**src/rtl/insn_mem_loader_pkg.sv**
```systemverilog
// Shared types for the RV32I instruction-memory loader.
// State encodings are fixed so that existing waveforms and legacy decoders stay valid.
package rv_loader_pkg;

  localparam int unsigned LOADER_COUNT_W = 16;

  localparam logic [2:0] ST_LEN_LO = 3'd0;
  localparam logic [2:0] ST_LEN_HI = 3'd1;
  localparam logic [2:0] ST_DATA   = 3'd2;
  localparam logic [2:0] ST_WRITE  = 3'd3;
  localparam logic [2:0] ST_CHK    = 3'd4;
  localparam logic [2:0] ST_DONE   = 3'd5;
  localparam logic [2:0] ST_ERROR  = 3'd6;

  typedef enum logic [2:0] {
    LEN_LO = ST_LEN_LO,
    LEN_HI = ST_LEN_HI,
    DATA   = ST_DATA,
    WRITE  = ST_WRITE,
    CHK    = ST_CHK,
    DONE   = ST_DONE,
    ERROR  = ST_ERROR
  } loader_state_t;

endpackage

```
**src/rtl/insn_mem_loader_if.sv**
```systemverilog
// Byte-stream input and instruction-memory write port of the loader.
// The slave modport is the loader; the master modport is the stream source / memory side.
interface insn_mem_loader_if #(
  parameter int unsigned ADDR_W = 10
);
  logic [7:0]        in_data;
  logic              in_valid;
  logic              in_ready;
  logic              mem_we;
  logic [ADDR_W-1:0] mem_addr;
  logic [31:0]       mem_wdata;

  modport master (
    output in_data, in_valid,
    input  in_ready, mem_we, mem_addr, mem_wdata
  );

  modport slave (
    input  in_data, in_valid,
    output in_ready, mem_we, mem_addr, mem_wdata
  );
endinterface

```
**src/rtl/insn_mem_loader_word_asm.sv**
```systemverilog
// Little-endian word assembler: byte k of each group of four lands in word[8k+7:8k].
module loader_word_asm (
  input  logic        clk,
  input  logic        rst_n,
  input  logic        i_clr,
  input  logic        i_en,
  input  logic [7:0]  i_byte,
  output logic        o_word_full,
  output logic [31:0] o_word
);
  logic [1:0]  r_cnt;
  logic [31:0] r_word;

  // Flags the cycle the 4th byte is accepted, so the FSM can move to WRITE on that edge.
  assign o_word_full = i_en && (r_cnt == 2'd3);
  assign o_word      = r_word;

  always_ff @(posedge clk or negedge rst_n) begin
    if (!rst_n) begin
      r_cnt  <= '0;
      r_word <= '0;
    end else if (i_clr) begin
      r_cnt <= '0;
    end else if (i_en) begin
      r_word[{r_cnt, 3'b000} +: 8] <= i_byte;
      r_cnt                        <= r_cnt + 2'd1;
    end
  end
endmodule

```
**src/rtl/insn_mem_loader.sv**
```systemverilog
// Framed byte-stream program loader; holds the core in reset until the image is written.
// Optional trailing XOR checksum byte: define LOADER_CHECKSUM_EN.
module insn_mem_loader
  import rv_loader_pkg::*;
#(
  parameter int unsigned ADDR_W    = 10,
  parameter int unsigned MAX_WORDS = 1024
) (
  input  logic              clk,
  input  logic              reset,
  input  logic              start,
  insn_mem_loader_if.slave  bus,
  output logic              core_reset,
  output logic              busy,
  output logic              done,
  output logic              err
);
  localparam logic [31:0] LP_MAX = 32'(MAX_WORDS);

  loader_state_t               r_state, w_next;
  logic [LOADER_COUNT_W-1:0]   r_count;
  logic [ADDR_W-1:0]           r_idx;
  logic                        w_in_ready, w_accept, w_restart, w_last, w_word_full;
  logic [LOADER_COUNT_W-1:0]   w_len;
  logic [31:0]                 w_word;
`ifdef LOADER_CHECKSUM_EN
  logic [7:0]                  r_xor;
`endif

  assign w_in_ready = (r_state == LEN_LO) || (r_state == LEN_HI) ||
                      (r_state == DATA)   || (r_state == CHK);
  assign w_accept   = bus.in_valid && w_in_ready;
  assign w_restart  = start && ((r_state == DONE) || (r_state == ERROR));
  assign w_len      = {bus.in_data, r_count[7:0]};
  // Index is not advanced past the last word, so the last word is detected as idx+1 == count.
  assign w_last     = (LOADER_COUNT_W'(r_idx) + LOADER_COUNT_W'(1)) == r_count;

  assign bus.in_ready  = w_in_ready;
  assign bus.mem_we    = (r_state == WRITE);
  assign bus.mem_addr  = r_idx;
  assign bus.mem_wdata = w_word;
  assign core_reset    = (r_state == DONE);
  assign done          = (r_state == DONE);
  assign err           = (r_state == ERROR);
  assign busy          = (r_state == LEN_HI) || (r_state == DATA) ||
                         (r_state == WRITE)  || (r_state == CHK);

  loader_word_asm u_word_asm (
    .clk         (clk),
    .rst_n       (reset),
    .i_clr       (w_restart),
    .i_en        (w_accept && (r_state == DATA)),
    .i_byte      (bus.in_data),
    .o_word_full (w_word_full),
    .o_word      (w_word)
  );

  always_comb begin
    w_next = r_state;
    case (r_state)
      LEN_LO: if (w_accept) w_next = LEN_HI;
      LEN_HI: begin
        if (w_accept) begin
          if ({16'd0, w_len} > LP_MAX) w_next = ERROR;
          else if (w_len == '0)        w_next = DONE;
          else                         w_next = DATA;
        end
      end
      DATA:   if (w_word_full) w_next = WRITE;
      WRITE: begin
        if (w_last) begin
`ifdef LOADER_CHECKSUM_EN
          w_next = CHK;
`else
          w_next = DONE;
`endif
        end else begin
          w_next = DATA;
        end
      end
`ifdef LOADER_CHECKSUM_EN
      CHK:    if (w_accept) w_next = (bus.in_data == r_xor) ? DONE : ERROR;
`endif
      DONE, ERROR: if (start) w_next = LEN_LO;
      default: w_next = ERROR;
    endcase
  end

  always_ff @(posedge clk or negedge reset) begin
    if (!reset) begin
      r_state <= LEN_LO;
      r_count <= '0;
      r_idx   <= '0;
    end else begin
      r_state <= w_next;
      if (w_restart) begin
        r_count <= '0;
        r_idx   <= '0;
      end
      if (w_accept && (r_state == LEN_LO)) r_count[7:0]  <= bus.in_data;
      if (w_accept && (r_state == LEN_HI)) r_count[15:8] <= bus.in_data;
      if ((r_state == WRITE) && !w_last)   r_idx <= r_idx + 1'b1;
    end
  end

`ifdef LOADER_CHECKSUM_EN
  always_ff @(posedge clk or negedge reset) begin
    if (!reset)                           r_xor <= '0;
    else if (w_restart)                   r_xor <= '0;
    else if (w_accept && r_state != CHK)  r_xor <= r_xor ^ bus.in_data;
  end
`endif
endmodule

```
**src/flat_wrapper.sv**
```systemverilog
// flat-port wrapper written by rule: the top's interface ports become plain ports
module insn_mem_loader_flat import rv_loader_pkg::*;
#(
  parameter int unsigned ADDR_W    = 10,
  parameter int unsigned MAX_WORDS = 1024
)
  (clk, reset, start, core_reset, busy, done, err, bus_in_data, bus_in_valid, bus_in_ready, bus_mem_we, bus_mem_addr, bus_mem_wdata);
  insn_mem_loader_if #(.ADDR_W(ADDR_W)) bus_i ();
  input  logic clk;
  input  logic reset;
  input  logic start;
  output logic core_reset;
  output logic busy;
  output logic done;
  output logic err;
  input wire logic [$bits(bus_i.in_data)-1:0] bus_in_data;
  input wire logic [$bits(bus_i.in_valid)-1:0] bus_in_valid;
  output wire logic [$bits(bus_i.in_ready)-1:0] bus_in_ready;
  output wire logic [$bits(bus_i.mem_we)-1:0] bus_mem_we;
  output wire logic [$bits(bus_i.mem_addr)-1:0] bus_mem_addr;
  output wire logic [$bits(bus_i.mem_wdata)-1:0] bus_mem_wdata;
  assign bus_i.in_data = bus_in_data;
  assign bus_i.in_valid = bus_in_valid;
  assign bus_in_ready = bus_i.in_ready;
  assign bus_mem_we = bus_i.mem_we;
  assign bus_mem_addr = bus_i.mem_addr;
  assign bus_mem_wdata = bus_i.mem_wdata;
  insn_mem_loader #(.ADDR_W(ADDR_W), .MAX_WORDS(MAX_WORDS)) u_core (.clk(clk), .reset(reset), .start(start), .bus(bus_i), .core_reset(core_reset), .busy(busy), .done(done), .err(err));
endmodule
```
**config.mk**
```make
export PLATFORM = sky130hd
export DESIGN_NAME = insn_mem_loader_flat
export DESIGN_NICKNAME = d
export VERILOG_FILES = /design/src/rtl/insn_mem_loader_pkg.sv /design/src/rtl/insn_mem_loader_if.sv /design/src/rtl/insn_mem_loader_word_asm.sv /design/src/rtl/insn_mem_loader.sv /design/src/flat_wrapper.sv
export SDC_FILE = /design/constraint.sdc
export NUM_CORES = 1
export LEC_CHECK = 0
export CORE_ASPECT_RATIO = 1.5
export CORE_UTILIZATION = 53
export CTS_CLUSTER_SIZE = 12
export DETAILED_ROUTE_END_ITERATION = 16
export HOLD_SLACK_MARGIN = 0.06
export PLACE_DENSITY_LB_ADDON = 0.1
export SETUP_SLACK_MARGIN = 0.2
export SYNTH_ARGS = -nofsm -noshare
export SYNTH_HDL_FRONTEND = slang
export SYNTH_SLANG_ARGS = --single-unit
```
**constraint.sdc**
```tcl
create_clock -name clk -period 3.2 [get_ports clk]
set_clock_uncertainty 0.15 [all_clocks]
set_input_delay 0.64 -clock clk [delete_from_list [all_inputs] [get_ports clk]]
set_output_delay 0.64 -clock clk [all_outputs]
set_load 0.02 [all_outputs]
```
### Yosys cells after proc, flatten, opt, wreduce, memory -nomap -nowiden

Cells that the tools add are included.

| word-level totals | value |
|---|---|
| word-level logic and storage cells | 66 |
| flip-flop bits (word level) | 63 |

| cells by class | value |
|---|---|
| bitwise operators | 1 |
| shift operators | 2 |
| magnitude comparators | 1 |
| multiplexer cells | 16 |
| add/subtract/negate cells | 4 |
| reductions and logical operators | 24 |
| eq/ne operators | 12 |

Operator list:

| cell | number |
|---|---|
| bitwise mux 32 bit | 1 |
| variable shift 8 x 7 -> 32 bit (first input constant) | 1 |
| indexed part select 8 x 7 -> 32 bit | 1 |
| two-way mux 3 bit | 7 |
| two-way mux 10 bit | 2 |
| equality test 16 bit | 1 |
| greater-than comparator 16 x 11 -> 1 bit (second input constant) | 1 |
| logical NOT 16 bit | 1 |
| two-way mux 16 bit | 1 |
| two-way mux 8 bit | 2 |
| case mux 3 bit (5 select lines) | 1 |
| adder 10 x 1 -> 11 bit (second input constant) | 1 |
| adder 10 x 1 -> 10 bit (second input constant) | 1 |
| equality test 3 bit (second input constant) | 3 |
| nonzero test 2 bit | 4 |
| logical AND 1 bit | 7 |
| logical OR 1 bit | 7 |
| negation 5 -> 7 bit | 1 |
| equality test 3 x 2 -> 1 bit (second input constant) | 2 |
| two-way mux 2 bit | 2 |
| != test 2 x 1 -> 1 bit (second input constant) | 2 |
| != test 2 bit (second input constant) | 2 |
| AND reduction 4 bit | 1 |
| equality test 3 x 1 -> 1 bit (second input constant) | 1 |
| 7 further kinds | 7 |

### Logic depth before layout (Yosys ltp)

Gate-level depths: netlist of run 1.

| depth | value |
|---|---|
| depth in word-level cells | 9 |
| gate-level depth with buffers | 10 |
| gate-level depth less buffers | 8 |

### Cells and area by module

From an unflattened synthesis of run 1, not the netlist that was laid out.

| second synthesis, totals | value |
|---|---|
| cells, all modules | 382 |
| area, all modules | 3559.7 µm² |

Modules (own cells, without submodules):

| module | area each (µm²) | cells each | instances | sequential area each (µm²) |
|---|---|---|---|---|
| loader_word_asm | 1783.0 | 170 | 1 | 850.8 |
| insn_mem_loader | 1776.7 | 212 | 1 | 725.7 |

### Worst setup path before layout of run 1

OpenSTA, ideal clock, no wires.

| timing path | value |
|---|---|
| path kind | flip-flop to flip-flop |
| start | register u_core.r_idx[0], in the netlist u_core.bus.mem_addr[0] |
| end | register u_core.r_idx[6], in the netlist u_core.bus.mem_addr[6] |
| data arrival time | 2.723 ns |
| setup time | 0.118 ns |
| path buffers | 1 |
| period minus slack after synthesis | 2.991 ns |
| stages on the path, launching flop included | 10 |
| path slack | 0.209 ns |
| required time | 2.932 ns |
| cells stage by stage | dfrtp_1 > ha_1 > nand2_2 > or3_4 > a311o_1 > or4_4 > o21ai_4 > buf_6 > a21oi_1 > a21o_1 |

| between the ends | value |
|---|---|
| longest elaborated chain between the ends | 5 |
| elaborated cells on any way between the ends | 7 |

RTL lines:

| element | line | RTL |
|---|---|---|
| start, declared | insn_mem_loader.sv:22 | `logic [ADDR_W-1:0] r_idx;` |
| start signal, assigned | insn_mem_loader.sv:102 | `if ((r_state == WRITE) && !w_last) r_idx <= r_idx + 1'b1;` |
| adder 10 x 1 -> 11 bit | insn_mem_loader.sv:36 | `assign w_last = (LOADER_COUNT_W'(r_idx) + LOADER_COUNT_W'(1)) == r_count;` |
| equality test 16 bit | insn_mem_loader.sv:36 |  |
| logical NOT 1 bit | insn_mem_loader.sv:102 |  |
| logical AND 1 bit | insn_mem_loader.sv:102 |  |
| two-way mux 10 bit / nonzero test 2 bit (equally long branches) | -- |  |

Several ways; a longest one is shown, not always the timed one.
A chain may end at the register's enable or synchronous reset.

### Worst setup path in the final report of run 1

| timing path | value |
|---|---|
| start | register u_core.r_idx[1], in the netlist u_core.bus.mem_addr[1] |
| end | register u_core.r_idx[2], in the netlist u_core.bus.mem_addr[2] |

Same word-level chain as after synthesis.

==> results of run 1 <==
-- synth_stat cells, drive strengths merged --
library cell / n / area share (%)
dfrtp: 63 / 47
a211o: 2 / 0.52
mux2i: 1 / 0.30
and3: 2 / 0.37
nand2b: 9 / 1.7
nand3: 8 / 1.2
inv: 4 / 0.44
nor2: 14 / 1.6
xor2: 6 / 1.6
or4b: 1 / 0.30
nand2: 112 / 13
a311oi: 1 / 0.26
and2b: 3 / 0.67
nor3: 7 / 1.0
nor3b: 7 / 1.6
a21o: 5 / 1.1
o22ai: 1 / 0.19
buf: 8 / 1.9
or4: 5 / 1.2
o31ai: 3 / 0.67
a211oi: 3 / 0.67
a2111oi: 1 / 0.26
a21oi: 14 / 2.1
nor2b: 4 / 0.74
clkbuf: 13 / 1.4
nand3b: 1 / 0.22
xnor2: 7 / 1.8
nand4: 2 / 0.37
o22a: 1 / 0.26
o211a: 1 / 0.30
o2bb2ai: 2 / 0.89
o21ai: 60 / 9.2
nor4: 4 / 0.74
and2: 3 / 0.56
o211ai: 1 / 0.22
o311ai: 1 / 0.48
a311o: 1 / 0.30
or3: 7 / 1.4
ha: 6 / 2.2
-- kinds of logic after synthesis --
group                      synth area share [%]
AOI/OAI and AO/OA                          17.4
xor gates and xnor gates                   3.37
adders and majority gates                  2.22
buffers and inverters                      3.82
DFF                                        46.7
muxes                                     0.297
and+or+nand+nor                            26.2
-- per-layer routing --
metal / share of wire, % / vias up / wire length, µm
met5: 0 / - / 0
met1: 38 / 1466 / 3420
met2: 54 / 86 / 4780
met4: 2.5 / 0 / 225
li1: - / 1494 / -
met3: 5.5 / 22 / 487
-- flip-flops by register name, indices dropped and copies added (netlist names) --
register                  cells
u_core.bus.mem_addr          10
u_core.r_count               16
u_core.r_state                3
u_core.u_word_asm.o_word     32
u_core.u_word_asm.r_cnt       2
-- report_power, final --
group,switching (mW),internal (mW),leakage [nW]
logic,1.07,0.891,0.889
registers,0.298,1.09,0.839
clock network,0.303,0.353,0.0892
-- layout make-up --
class / instances / share of cell area (%)
multi-input combinational: 306 / 38.8
sequential: 63 / 36.5
timing repair buffer: 83 / 18.1
clock buffer: 11 / 3.04
tap: 74 / 2.14
clock inverter: 4 / 1.10
inverter: 4 / 0.348
-- cells in the final DEF (no fill, tap or decap), drive strengths merged, types with 2 or more instances in the layout --
| master | n |
|---|---|
| nor3 | 7 |
| or4 | 5 |
| nor2b | 4 |
| or3 | 7 |
| clkbuf | 11 |
| o31ai | 3 |
| a211o | 2 |
| xor2 | 6 |
| and2 | 3 |
| and2b | 3 |
| nand4 | 2 |
| clkinv | 2 |
| o2bb2ai | 2 |
| a211oi | 3 |
| a21oi | 14 |
| nor3b | 7 |
| nand2 | 112 |
| xnor2 | 7 |
| inv | 4 |
| ha | 6 |
| nand3 | 8 |
| nand2b | 9 |
| o21ai | 60 |
| buf | 25 |
| nor2 | 14 |
| nor4 | 4 |
| clkdlybuf4s50 | 58 |
| dfrtp | 63 |
| a21o | 5 |
| and3 | 2 |
-- final timing paths --
kind | from | end | slack (ns) | cells after the start
setup / recovery | u_core.bus.mem_addr[1] | u_core.bus.mem_addr[2] | 0.29 | 9
hold / removal | reset | u_core.bus.mem_addr[3] | 0.19 | 1
setup reg to reg | u_core.bus.mem_addr[1] | u_core.bus.mem_addr[2] | 0.29 | 9
hold reg to reg | u_core.u_word_asm.o_word[15] | u_core.u_word_asm.o_word[15] | 0.33 | 2
max in group asynchronous | reset | u_core.u_word_asm.o_word[14] | 2.09 | 2
min in group clk | u_core.u_word_asm.o_word[15] | u_core.u_word_asm.o_word[15] | 0.33 | 2
-- timing repair --
item                                    4_1_cts  5_1_grt
resized for setup                             0        3
hold endpoints to repair                      0        0
endpoints found under the setup margin        0        9
setup buffers                                 0        2
-- worst reg2reg max path, cell delays in order, from the launching register on --
cell	delay, ns
dfrtp_1	0.41
ha_2	0.22
nand2_2	0.08
or3_4	0.40
a311o_1	0.37
or4_4	0.53
o21ai_4	0.18
buf_6	0.14
nor3b_1	0.05
a211o_1	0.27
==> impl_metrics.json, run 1 <==
{
  "multiInputGateArea_mm2": 0.00167,
  "worstPathCellList": "ha_2 > nand2_2 > or3_4 > a311o_1 > or4_4 > o21ai_4 > buf_6 > nor3b_1 > a211o_1",
  "core_area_mm2": 0.00613,
  "yosys_warnings": 0,
  "crit_fanout": 6,
  "grt_util_all_layers_pct": 29.9,
  "post-route-period-util_pct": 91.0,
  "p_per_area_mw_per_mm2": 928,
  "first_pass_iters": 6,
  "leakage_nw": 1.82,
  "dp_slack_ns": 0.233,
  "cp-start-kind": "flop",
  "holdCritPathClass": "input pin to async pin",
  "syn_area_mm2": 0.00338,
  "cts-buffers-inserted": 9,
  "clk_latency_ns": 0.34,
  "clk_pin_slew_worst_paths_ns": 0.08,
  "max_stage_delay_ns": 0.53,
  "syn-num-nets": 412,
  "busiest_layer": "met2",
  "crit_family": "simple AND/OR/NAND/NOR gates",
  "drive_gt1_share_pct": 10.2,
  "htree_levels": 3,
  "fin_hold_ws_ns": 0.185,
  "wirelength_um": 8910,
  "cp.buffers_inverters": 1,
  "dieArea_mm2": 0.00670,
  "setup_tns_ns": 0,
  "vias_per_cell": 5.63,
  "place_area_mm2": 0.00412,
  "dp.cells": 528,
  "syn_avg_cell_area_um2": 8.57,
  "grt_pass1_vias": 2958,
  "ant_nets": 0,
  "crit_type": "flop to flop",
  "ioPinCount": 60,
  "grt_max_degree": 35,
  "end_kind": "flop",
  "start_util_pct": 55.1,
  "wl_per_cell_um": 16.3,
  "syn_inst": 394,
  "total_power_mw": 4.01,
  "setup_slack_ns": 0.290,
  "outcome": "finished, final reports clean",
  "num_vias": 3068,
  "hold_violations": 0,
  "nNetsFinal": 485,
  "drtIter0Drc": 172,
  "drc": 0,
  "setup_violations": 0,
  "gr-total-overflow": 0,
  "synth_seq_cells": 63,
  "hpwl_um": 6530,
  "cp.arrival_ns": 2.99,
  "port_buffers": 59,
  "grt_pass1_wl_um": 14700,
  "instances_no_fill": 545,
  "postCtsHoldBufs": 0,
  "die_w_um": 67.2,
  "numClockSinks": 63,
  "regArea_mm2": 0.00158,
  "fill_cells": 512,
  "place_congestion": 0.991,
  "slew_headroom_pct": 37.5,
  "die_y_um": 99.7,
  "drv_slew": 0,
  "rsz0062_at_grt": "false",
  "use_met1_pct": 34.1,
  "post-route-util_pct": 70.4,
  "synth_cell_types": 47,
  "area_growth_syn_to_layout_pct": 27.9,
  "cts_tree": "built",
  "grt_antenna_before_repair": 0,
  "clock_path_buffers": 2,
  "design_area_mm2": 0.00432,
  "n_antenna_cell": 0,
  "critPathRequiredTime_ns": 3.28,
  "yosysSeqAreaShare_pct": 46.7,
  "row_count": 35,
  "layout_min_cycle_time_ns": 2.91,
  "max-cap-violations": 0,
  "grt_use_met2_pct": 51.1,
  "slowest_stage": "or4_4",
  "cts_root_buffer": "clkbuf_8",
  "worstMarginPinSlew_ns": 0.935,
  "timing.fmax_ghz": 0.344,
  "met3_usage_pct": 6.88,
  "ir_worst_vdd_uv": 484
}
No activity file was read; power rests on OpenSTA's default activity.
==> inputs of run 2 (changes only) <==
Settings changed: SETUP_SLACK_MARGIN 0.2 to unset.
==> run 2 against run 1 <==
Compared with the run above:
- critical path depth is 1 lower
- worst hold slack better by 0.0059 ns
- total power is 0.91% lower
- global-route usage stayed put
- routed wire length is 0.34% lower
- maximum frequency is 2.3% lower
- final cell count is 0.37% lower
- non-clock buffer count is 2 lower
- final area is 0.52% lower
- clock-buffer cell count stayed put
==> impl_metrics.json, run 2 (synthesis gave the netlist of run 1 again) <==
{
  "first_pass_iters": 4,
  "worstPathCellList": "ha_1 > nand2_2 > or3_4 > a311o_1 > or4_4 > o21ai_4 > and2b_1 > a21o_1",
  "port_buffers": 59,
  "layout_common_cells": "111 x nand2_1, 63 x dfrtp_1, 58 x o21ai_0, 58 x clkdlybuf4s50_1, 21 x buf_4",
  "total_power_mw": 3.97,
  "die_w_um": 67.2,
  "nNetsFinal": 483,
  "hold_violations": 0,
  "cp-start-kind": "flop",
  "gr-total-overflow": 0,
  "critPathRequiredTime_ns": 3.32,
  "rsz0062_at_grt": "false",
  "layout_min_cycle_time_ns": 2.98,
  "max_stage_delay_ns": 0.53,
  "cp.buffers_inverters": 0,
  "setup_slack_ns": 0.221,
  "leakage_nw": 1.81,
  "final_common_cell": "nand2_1",
  "worst-path-stages": 8,
  "p_per_area_mw_per_mm2": 925,
  "postCtsHoldBufs": 0,
  "drc": 0,
  "max-cap-violations": 0,
  "row_count": 35,
  "post_cts_resized": 0,
  "grt_pass1_wl_um": 14700,
  "dp_slack_ns": 0.233,
  "clk_pin_slew_worst_paths_ns": 0.07,
  "slowest_stage": "or4_4",
  "cts_tree": "built",
  "numClockSinks": 63,
  "htree_levels": 3,
  "slew_headroom_pct": 37.2,
  "ioPinCount": 60,
  "hpwl_um": 6530,
  "worstMarginPinSlew_ns": 0.940,
  "holdCritPathClass": "input pin to async pin",
  "clock_path_buffers": 2,
  "crit_start": "u_core.bus.mem_addr[1]",
  "post-route-period-util_pct": 93.1,
  "r2r-end": "u_core.bus.mem_addr[0]",
  "n_antenna_cell": 0,
  "wl_per_cell_um": 16.3,
  "r2r_slack_ns": 0.22,
  "vias_per_cell": 5.64,
  "grt_antenna_before_repair": 0,
  "drive_gt1_share_pct": 9.38,
  "grt_max_degree": 35,
  "outcome": "finished, final reports clean",
  "setup_tns_ns": 0,
  "crit_family": "simple AND/OR/NAND/NOR gates",
  "dp.cells": 528,
  "crit_type": "flop to flop",
  "area_growth_syn_to_layout_pct": 27.3,
  "clk_latency_ns": 0.33,
  "drtIter0Drc": 198,
  "crit_fanout": 9,
  "cp-endpoint": "u_core.bus.mem_addr[0]",
  "start_util_pct": 55.1,
  "r2r_start": "u_core.bus.mem_addr[1]",
  "instances_no_fill": 543,
  "die_y_um": 99.7,
  "post_cts_buffers": 0,
  "largest_reg_flops": 32,
  "cp.arrival_ns": 3.10,
  "cts-buffers-inserted": 9,
  "setup_violations": 0,
  "reg2reg_depth": 8,
  "grt_util_all_layers_pct": 29.9,
  "place_congestion": 0.991,
  "wirelength_um": 8880,
  "drv_slew": 0,
  "end_kind": "flop",
  "ant_nets": 0,
  "grt_pass1_vias": 2958,
  "core_area_mm2": 0.00613,
  "timing.fmax_ghz": 0.336,
  "dieArea_mm2": 0.00670,
  "ir_worst_vdd_uv": 486,
  "num_vias": 3060,
  "cts_root_buffer": "clkbuf_8"
}
[run 2: cell count changes in the layout (fill, tap and decap cells not counted), sizes merged]
cell,delta
buf,-2
[run 2: power breakdown]
group	internal, mW	switching, mW
sequential	1.09	0.297
combinational	0.865	1.07
clock	0.353	0.298
[run 2: how the worst min path moves through the flow]
stage,from,endpoint,slack (ns),cells past startpoint
global placement,u_core.u_word_asm.o_word[27],u_core.u_word_asm.o_word[27],0.31,2
finish,reset,u_core.bus.mem_addr[3],0.19,1
CTS,reset,u_core.bus.mem_addr[3],0.21,1
global route,reset,u_core.bus.mem_addr[3],0.25,1
detailed placement,u_core.u_word_asm.o_word[31],u_core.u_word_asm.o_word[31],0.32,2
floorplan,reset,u_core.bus.mem_addr[0],0.19,0
[run 2: per-layer routing]
metal  track usage (%)  routed length (µm)  up-vias
met5                 0                   0        -
met4              14.2                 234        0
met3              6.88                 452       23
met2              51.1                4760       81
met1              34.1                3430     1464
li1                  -                   -     1492
[run 2: metrics by stage]
stage,instance area [µm²],hold WS (ns),utilization (%)
3_3_place_gp,4120,0.314,67.2
6_report,4300,0.191,70.1
4_1_cts,4300,0.210,70.1
2_1_floorplan,3380,0.194,-
5_1_grt,4300,0.248,70.1
3_5_place_dp,4120,0.321,67.2
[run 2: layout make-up]
| class | count | area, µm² |
|---|---|---|
| clock buffer | 11 | 131 |
| tap | 74 | 92.6 |
| fill | 514 | 1830 |
| timing repair buffer | 81 | 763 |
| clock inverter | 4 | 47.5 |
| multi-input combinational | 306 | 1670 |
| inverter | 4 | 15.0 |
| sequential | 63 | 1580 |
==> inputs of run 3 (changes only) <==
Settings changed: CORE_MARGIN set to 2.
==> run 3 against run 2 <==
Compared with the run above:
- final area increased by 0.52%
- core utilization is 0.13 points lower
- via count down 0.65%
- non-clock buffer count fell by 2
- final cell count fell by 0.37%
- critical path type unchanged
- highest routed layer unchanged
==> impl_metrics.json, run 3 (synthesis gave the netlist of run 1 again) <==
{
  "outcome": "finished, final reports clean",
  "grt_antenna_before_repair": 0,
  "max_stage_delay_ns": 0.53,
  "cts_root_buffer": "clkbuf_8",
  "dieArea_mm2": 0.00704,
  "worstPathCellList": "ha_1 > nand2_2 > or3_4 > a311o_1 > or4_4 > o21ai_4 > and2b_1 > a211o_1",
  "drc": 0,
  "clock_path_buffers": 2,
  "r2r_start": "u_core.bus.mem_addr[1]",
  "post-route-period-util_pct": 96.4,
  "die_w_um": 69.2,
  "numClockSinks": 63,
  "worstMarginPinSlew_ns": 0.831,
  "cts-buffers-inserted": 9,
  "met3_usage_pct": 6.07,
  "post_cts_buffers": 0,
  "num_vias": 3040,
  "ir_worst_vdd_uv": 619,
  "cp-start-kind": "flop",
  "post_cts_resized": 0,
  "n_antenna_cell": 0,
  "multiInputGateArea_mm2": 0.00167,
  "p_per_area_mw_per_mm2": 937,
  "drive_gt1_share_pct": 9.42,
  "regArea_mm2": 0.00158,
  "postCtsHoldBufs": 0,
  "grt_use_met2_pct": 48.2,
  "grt_pass1_wl_um": 14300,
  "core_area_mm2": 0.00617,
  "place_congestion": 0.913,
  "setup_slack_ns": 0.116,
  "wirelength_um": 8740,
  "drtIter0Drc": 176,
  "gr-total-overflow": 0,
  "crit_type": "flop to flop",
  "cts_tree": "built",
  "setup_violations": 0,
  "timing.fmax_ghz": 0.324,
  "layout_common_cells": "111 x nand2_1, 63 x dfrtp_1, 58 x o21ai_0, 58 x clkdlybuf4s50_1, 19 x buf_4",
  "grt_util_all_layers_pct": 26.3,
  "grt_max_degree": 35,
  "end_kind": "flop",
  "nNetsFinal": 481,
  "first_pass_iters": 4,
  "fill_cells": 506,
  "clk_latency_ns": 0.33,
  "start_util_pct": 54.7,
  "dp_slack_ns": 0.172,
  "clk_pin_slew_worst_paths_ns": 0.07,
  "hpwl_um": 6430,
  "ant_nets": 0,
  "cp.arrival_ns": 3.21,
  "slew_headroom_pct": 44.2,
  "layout_min_cycle_time_ns": 3.08,
  "dp.cells": 526,
  "busiest_layer": "met2",
  "row_count": 35,
  "use_met1_pct": 29.1,
  "final_common_cell": "nand2_1",
  "port_buffers": 59,
  "rsz0062_at_grt": "false",
  "cp.buffers_inverters": 0,
  "slowest_stage": "or4_4",
  "holdCritPathClass": "input pin to async pin",
  "crit_fanout": 9,
  "setup_tns_ns": 0,
  "vias_per_cell": 5.62,
  "ioPinCount": 60,
  "drv_slew": 0,
  "wl_per_cell_um": 16.2,
  "die_y_um": 102,
  "instances_no_fill": 541,
  "area_growth_syn_to_layout_pct": 27.9,
  "crit_family": "simple AND/OR/NAND/NOR gates",
  "htree_levels": 3,
  "max-cap-violations": 0,
  "grt_pass1_vias": 2977,
  "critPathRequiredTime_ns": 3.33,
  "largest_reg_flops": 32,
  "leakage_nw": 1.82,
  "hold_violations": 0,
  "crit_start": "u_core.bus.mem_addr[1]"
}
[run 3: per-stage QoR]
step	power (mW)	utilization (%)	hold WS, ns	area (µm²)
5_1_grt	4.33	69.9	0.234	4320
3_3_place_gp	3.26	66.4	0.315	4100
2_1_floorplan	2.56	-	0.194	3380
3_5_place_dp	3.31	66.4	0.320	4100
6_report	4.05	69.9	0.202	4320
4_1_cts	4.06	69.9	0.213	4320
[run 3: power by group]
part / leakage [nW] / switching [mW] / total [mW] / internal, mW
registers: 0.839 / 0.306 / 1.40 / 1.09
logic: 0.870 / 1.06 / 1.91 / 0.855
clock network: 0.108 / 0.297 / 0.738 / 0.441
total: 1.82 / 1.66 / 4.05 / 2.39
[run 3: path summary, 6_finish.rpt]
kind	endpoint	slack, ns	cells after the start
setup / recovery	u_core.bus.mem_addr[2]	0.12	8
hold / removal	u_core.bus.mem_addr[2]	0.20	1
setup reg to reg	u_core.bus.mem_addr[2]	0.12	8
hold reg to reg	u_core.u_word_asm.o_word[25]	0.33	2
max in group asynchronous	u_core.r_count[13]	2.06	2
min in group clk	u_core.u_word_asm.o_word[25]	0.33	2
[run 3: layout make-up]
type	count	area share, %
sequential	63	36.5
inverter	4	0.348
clock inverter	2	0.869
multi-input combinational	306	38.7
tap	74	2.14
clock buffer	13	4.14
timing repair buffer	79	17.3
[run 3: routing by layer]
| layer | up-vias | part of all wire (%) |
|---|---|---|
| met5 | - | 0 |
| met4 | 0 | 2.2 |
| met3 | 19 | 6.3 |
| met2 | 103 | 53 |
| met1 | 1427 | 39 |
| li1 | 1491 | - |
[run 3: worst reg2reg max path: cells and delay by family (launching register included)]
family,cells,cell delay [ns]
simple gates,4,1.44
compound gates,3,0.82
flops,1,0.41
fa+ha+maj,1,0.20
==> edit 1, RTL diff (settings of run 3) <==
Build with the macro `LOADER_CHECKSUM_EN` defined.
--- a/src/rtl/insn_mem_loader.sv
+++ b/src/rtl/insn_mem_loader.sv
@@ -2,2 +2,4 @@
 // Optional trailing XOR checksum byte: define LOADER_CHECKSUM_EN.
+`define LOADER_CHECKSUM_EN
+
 module insn_mem_loader
Check against the original RTL: not equivalent (a bounded check fails within 10 cycles, from zero or initial values and one cycle with reset low).
==> edit 1 against run 3 <==
  * Area after synthesis grew 10%
  * Power up 3.9%
  * Utilization down 2.7 points
  * Combinational power rose by 4%
  * Setup slack gained 110 ps
  * Sequential cell count up 8
  * Routed wire length up 5.1%
  * Cell area is 6.6% higher
  * Fmax up 3.6%
  * Die area rose by 9.6%
  * Via count grew 5.0%
  * Critical path type unchanged
  * Largest cell class unchanged
  * Largest power group unchanged
==> edit 1: results <==
group,metric,value,unit
synthesis,mappedNetlistNets,452,
routing,initialDrtViolationCount,162,
routing,via_count,3193,
power,leakagePower,0.001942,µW
synthesis,yosys-mux-area-fraction,0.6057,%
clock_tree,h_tree_lvl_count,3,
worst_setup_path,slowest_delay,550,ps
place,dp_slack,239.1,ps
synthesis,post_synthesis_compound_gate_area_fraction,13.69,%
worst_setup_path,setup.reg_to_reg.worst_slack,220,ps
synthesis,post_synth_main_area_contributors,"sky130_fd_sc_hd__dfrtp_1 48%, sky130_fd_sc_hd__nand2_1 13%, sky130_fd_sc_hd__o21ai_0 8.5%",
timing,worst_hold_slack,180.9,ps
worst_setup_path,crit_arrival,3070,ps
clock_tree,clock_latency,350,ps
run_status,outcome,"complete, no violations",
global_routing,global_route.usage.total,26.17,%
worst_setup_path,timing.critical_path.slowest_stage_cell,"sky130_fd_sc_hd__or4_4",
timing,maxSlewHeadroom,43.70,%
synthesis,synth-xor-area-share,7.066,%
worst_setup_path,r2r.worst_path.cells,9,
power,vdd_drop_max,520.7,µV
cells_and_area,final_layout_size_suffix_gt1_share,8.600,%
synthesis,synth.top_cells.by_count,"125 x sky130_fd_sc_hd__nand2_1, 71 x sky130_fd_sc_hd__dfrtp_1, 63 x sky130_fd_sc_hd__o21ai_0",
synthesis,synthAdderAreaFrac,2.019,%
cells_and_area,nNetsFinal,513,
place,placed_wire_length_estimate_after_detailed_placement,6.678,mm
global_routing,grt_start_max_net_pins,43,
routing,drt_pass1_iterations,4,
global_routing,grt_pass1_vias,3110,
synthesis,sequential_fraction_of_the_synthesis_area,47.78,%
global_routing,grt_first_pass_wirelength,15.41,mm
place,place_congestion,0.8877,
place,post_dp_cell_area,4429,µm²
worst_setup_path,critical_path.reg2reg.endpoint,"u_core.bus.mem_addr[5]$_DFFE_PN0P_",
synthesis,post_synth_instance_area,3719,µm²
timing,fin_crit_sh,93.05,%
==> edit 1: changes by cell type after synthesis, sizes merged, moves of 8 or more <==
cell	run 3	this run
nor2	14	23
dfrtp	63	71
nand2	112	125
a21oi	14	3
xnor2	7	15
clkbuf	13	21
xor2	6	15
==> edit 1: layout make-up <==
class                      instances  area, µm²
fill                             562       2246
inverter                           5      18.77
multi-input combinational        330       1795
clock buffer                      13      158.9
timing repair buffer              78      740.7
clock inverter                     3      17.52
sequential                        71       1777
tap                               78      97.59
==> edit 1: how the worst min path moves through the flow <==
stage,startpoint,end,cells after the start
3_3_place_gp,u_core.u_word_asm.o_word[26]$_DFFE_PN0P_,u_core.u_word_asm.o_word[26]$_DFFE_PN0P_,2
5_1_grt,reset,u_core.bus.mem_addr[5]$_DFFE_PN0P_,1
2_1_floorplan,reset,u_core.bus.mem_addr[0]$_DFFE_PN0P_,0
4_1_cts,reset,u_core.bus.mem_addr[9]$_DFFE_PN0P_,1
6_report,reset,u_core.bus.mem_addr[9]$_DFFE_PN0P_,1
3_5_place_dp,u_core.u_word_asm.o_word[13]$_DFFE_PN0P_,u_core.u_word_asm.o_word[13]$_DFFE_PN0P_,2
==> edit 1: through the flow <==
stage | power [µW] | instances
global route | 4535 | 578
CTS | 4237 | 578
floorplan | 2833 | 434
detailed placement | 3582 | 562
finish | 4206 | 578
global placement | 3531 | 562
==> edit 1: per-layer routing <==
layer	global-route usage, %	wire length, µm	vias to the layer above
met4	10.32	249	0
met1	32.04	3755	1508
li1	-	-	1583
met2	43.18	4718	82
met5	0	0	-
met3	7.519	463	20
==> edit 1: power breakdown <==
group	internal (µW)	switching, µW
combinational	917	1070
sequential	1240	335
clock	322	322
==> edit 2, RTL diff (config.mk and constraints of run 3) <==
Without the edit above. Register the output `err`, cleared by the reset; this adds one clock of latency there. The other outputs are not delayed to match.
--- a/src/rtl/insn_mem_loader.sv
+++ b/src/rtl/insn_mem_loader.sv
@@ -43,3 +43,9 @@
   assign done          = (r_state == DONE);
-  assign err           = (r_state == ERROR);
+  always_ff @(posedge clk or negedge reset) begin
+    if (!reset) begin
+      err <= '0;
+    end else begin
+      err <= (r_state == ERROR);
+    end
+  end
   assign busy          = (r_state == LEN_HI) || (r_state == DATA) ||
Behaviour: not the same (a bounded check fails within 4 cycles, from zero or initial values and one cycle with reset low).
==> edit 2 against run 3 <==
  * Power is 9.0% higher
  * Setup slack gained 220 ps
  * Cell area decreased by 1.2%
  * Routed wire length fell by 3.1%
  * First-iteration DRC count shrank 39%
  * Area after synthesis decreased by 0.11%
  * Count of clock-buffer cells in the layout unchanged
  * Hold slack improved by 120 ps
  * Global-route usage fell by 0.90 points
  * Sequential cell count rose by 1
  * Highest routed layer unchanged
==> edit 2: results <==
group,metric,value,unit
synthesis,synth.top_cells.by_count,"80 x sky130_fd_sc_hd__nand2_1, 64 x sky130_fd_sc_hd__dfrtp_1, 35 x sky130_fd_sc_hd__o21ai_1",
synthesis,post_synth_main_area_contributors,"sky130_fd_sc_hd__dfrtp_1 47%, sky130_fd_sc_hd__nand2_1 8.9%, sky130_fd_sc_hd__o21ai_1 5.2%",
synthesis,synth-xor-area-share,4.638,%
synthesis,synthAdderAreaFrac,2.226,%
power,leakagePower,0.001860,µW
cells_and_area,final_layout_size_suffix_gt1_share,11.64,%
synthesis,mappedNetlistNets,369,
place,placed_wire_length_estimate_after_detailed_placement,6.155,mm
power,net-switching-power,1859,µW
global_routing,grt_start_max_net_pins,65,
synthesis,post_synthesis_compound_gate_area_fraction,19.41,%
synthesis,sequential_fraction_of_the_synthesis_area,47.50,%
cells_and_area,nNetsFinal,435,
place,place_congestion,0.8505,
power,vdd_drop_max,614.3,µV
worst_setup_path,crit-reg2reg-launch,"u_core.bus.mem_addr[0]$_DFFE_PN0P_",
worst_setup_path,timing.critical_path.slowest_stage_cell,"sky130_fd_sc_hd__a211oi_1",
routing,post_drt_wl_per_cell,17.12,µm
place,post_dp_cell_area,4060,µm²
run_status,outcome,"complete, no violations",
global_routing,global_route.usage.total,25.39,%
cells_and_area,fillerInstances,502,
worst_setup_path,setup.reg_to_reg.worst_slack,330,ps
global_routing,grt_first_pass_wirelength,13.83,mm
place,dp_slack,223.6,ps
timing,worst_hold_slack,319.6,ps
synthesis,yosys-mux-area-fraction,1.596,%
[edit 2: layout make-up]
cell class	instances	area [µm²]	share of cell area [%]
Clock buffer	13	168.9	3.959
Tap cell	74	92.59	2.170
Sequential cell	64	1602	37.54
Inverter	5	18.77	0.4399
Clock inverter	2	37.54	0.8798
Multi-Input combinational cell	266	1672	39.18
Timing Repair Buffer	71	675.6	15.84
[edit 2: power by group through the flow]
stage | sequential, µW | combinational, µW | clock [µW]
after global placement | 1500 | 2120 | 0
after CTS | 1510 | 2180 | 734
final | 1510 | 2170 | 726
after floorplan | 1620 | 1260 | 0
after global routing | 1560 | 2360 | 772
after detailed placement | 1520 | 2160 | 0
[edit 2: worst max-delay path by stage]
stage                                        from                                 end  slack, ps  depth (start not counted)
2_1_floorplan  u_core.bus.mem_addr[0]$_DFFE_PN0P_  u_core.bus.mem_addr[0]$_DFFE_PN0P_        650                          9
3_3_place_gp                       bus_in_data[3]       u_core.r_state[0]$_DFFE_PN0P_        240                          7
3_5_place_dp                       bus_in_data[3]       u_core.r_state[1]$_DFFE_PN0P_        220                          7
4_1_cts        u_core.bus.mem_addr[0]$_DFFE_PN0P_  u_core.bus.mem_addr[0]$_DFFE_PN0P_        380                          8
5_1_grt        u_core.bus.mem_addr[0]$_DFFE_PN0P_  u_core.bus.mem_addr[6]$_DFFE_PN0P_        190                          9
6_report       u_core.bus.mem_addr[0]$_DFFE_PN0P_  u_core.bus.mem_addr[0]$_DFFE_PN0P_        330                          8
[edit 2: cell families after synthesis]
family,count (synthesis)
XOR/XNOR,17
multiplexers,5
adder cells (fa/ha/maj),6
flip-flops,64
AND/OR/NAND/NOR,150
buffers and inverters,21
AO/OA/AOI/OAI,88
[edit 2: per-layer routing]
metal  GRT usage (%)  wire [µm]  vias up
li1                -          -     1364
met1           28.72       3446     1361
met2           45.86       4398       72
met3           4.876        285       21
met4           12.52        341        0
met5               0          0        -
[edit 2: worst max-delay path: cells and delay by family, from the launching register on]
kind / cells / cell delay [ps]
adder cells (fa/ha/maj): 1 / 410
AND/OR/NAND/NOR: 2 / 370
multiplexers: 1 / 220
flip-flops: 1 / 500
AO/OA/AOI/OAI: 4 / 1150
[edit 2: stage by stage]
| stage | std cells | utilization (%) | power [µW] |
|---|---|---|---|
| 3_3_place_gp | 480 | 66.22 | 3629 |
| 6_report | 495 | 69.59 | 4413 |
| 2_1_floorplan | 351 | - | 2874 |
| 3_5_place_dp | 480 | 66.22 | 3680 |
| 5_1_grt | 495 | 69.59 | 4696 |
| 4_1_cts | 495 | 69.59 | 4425 |
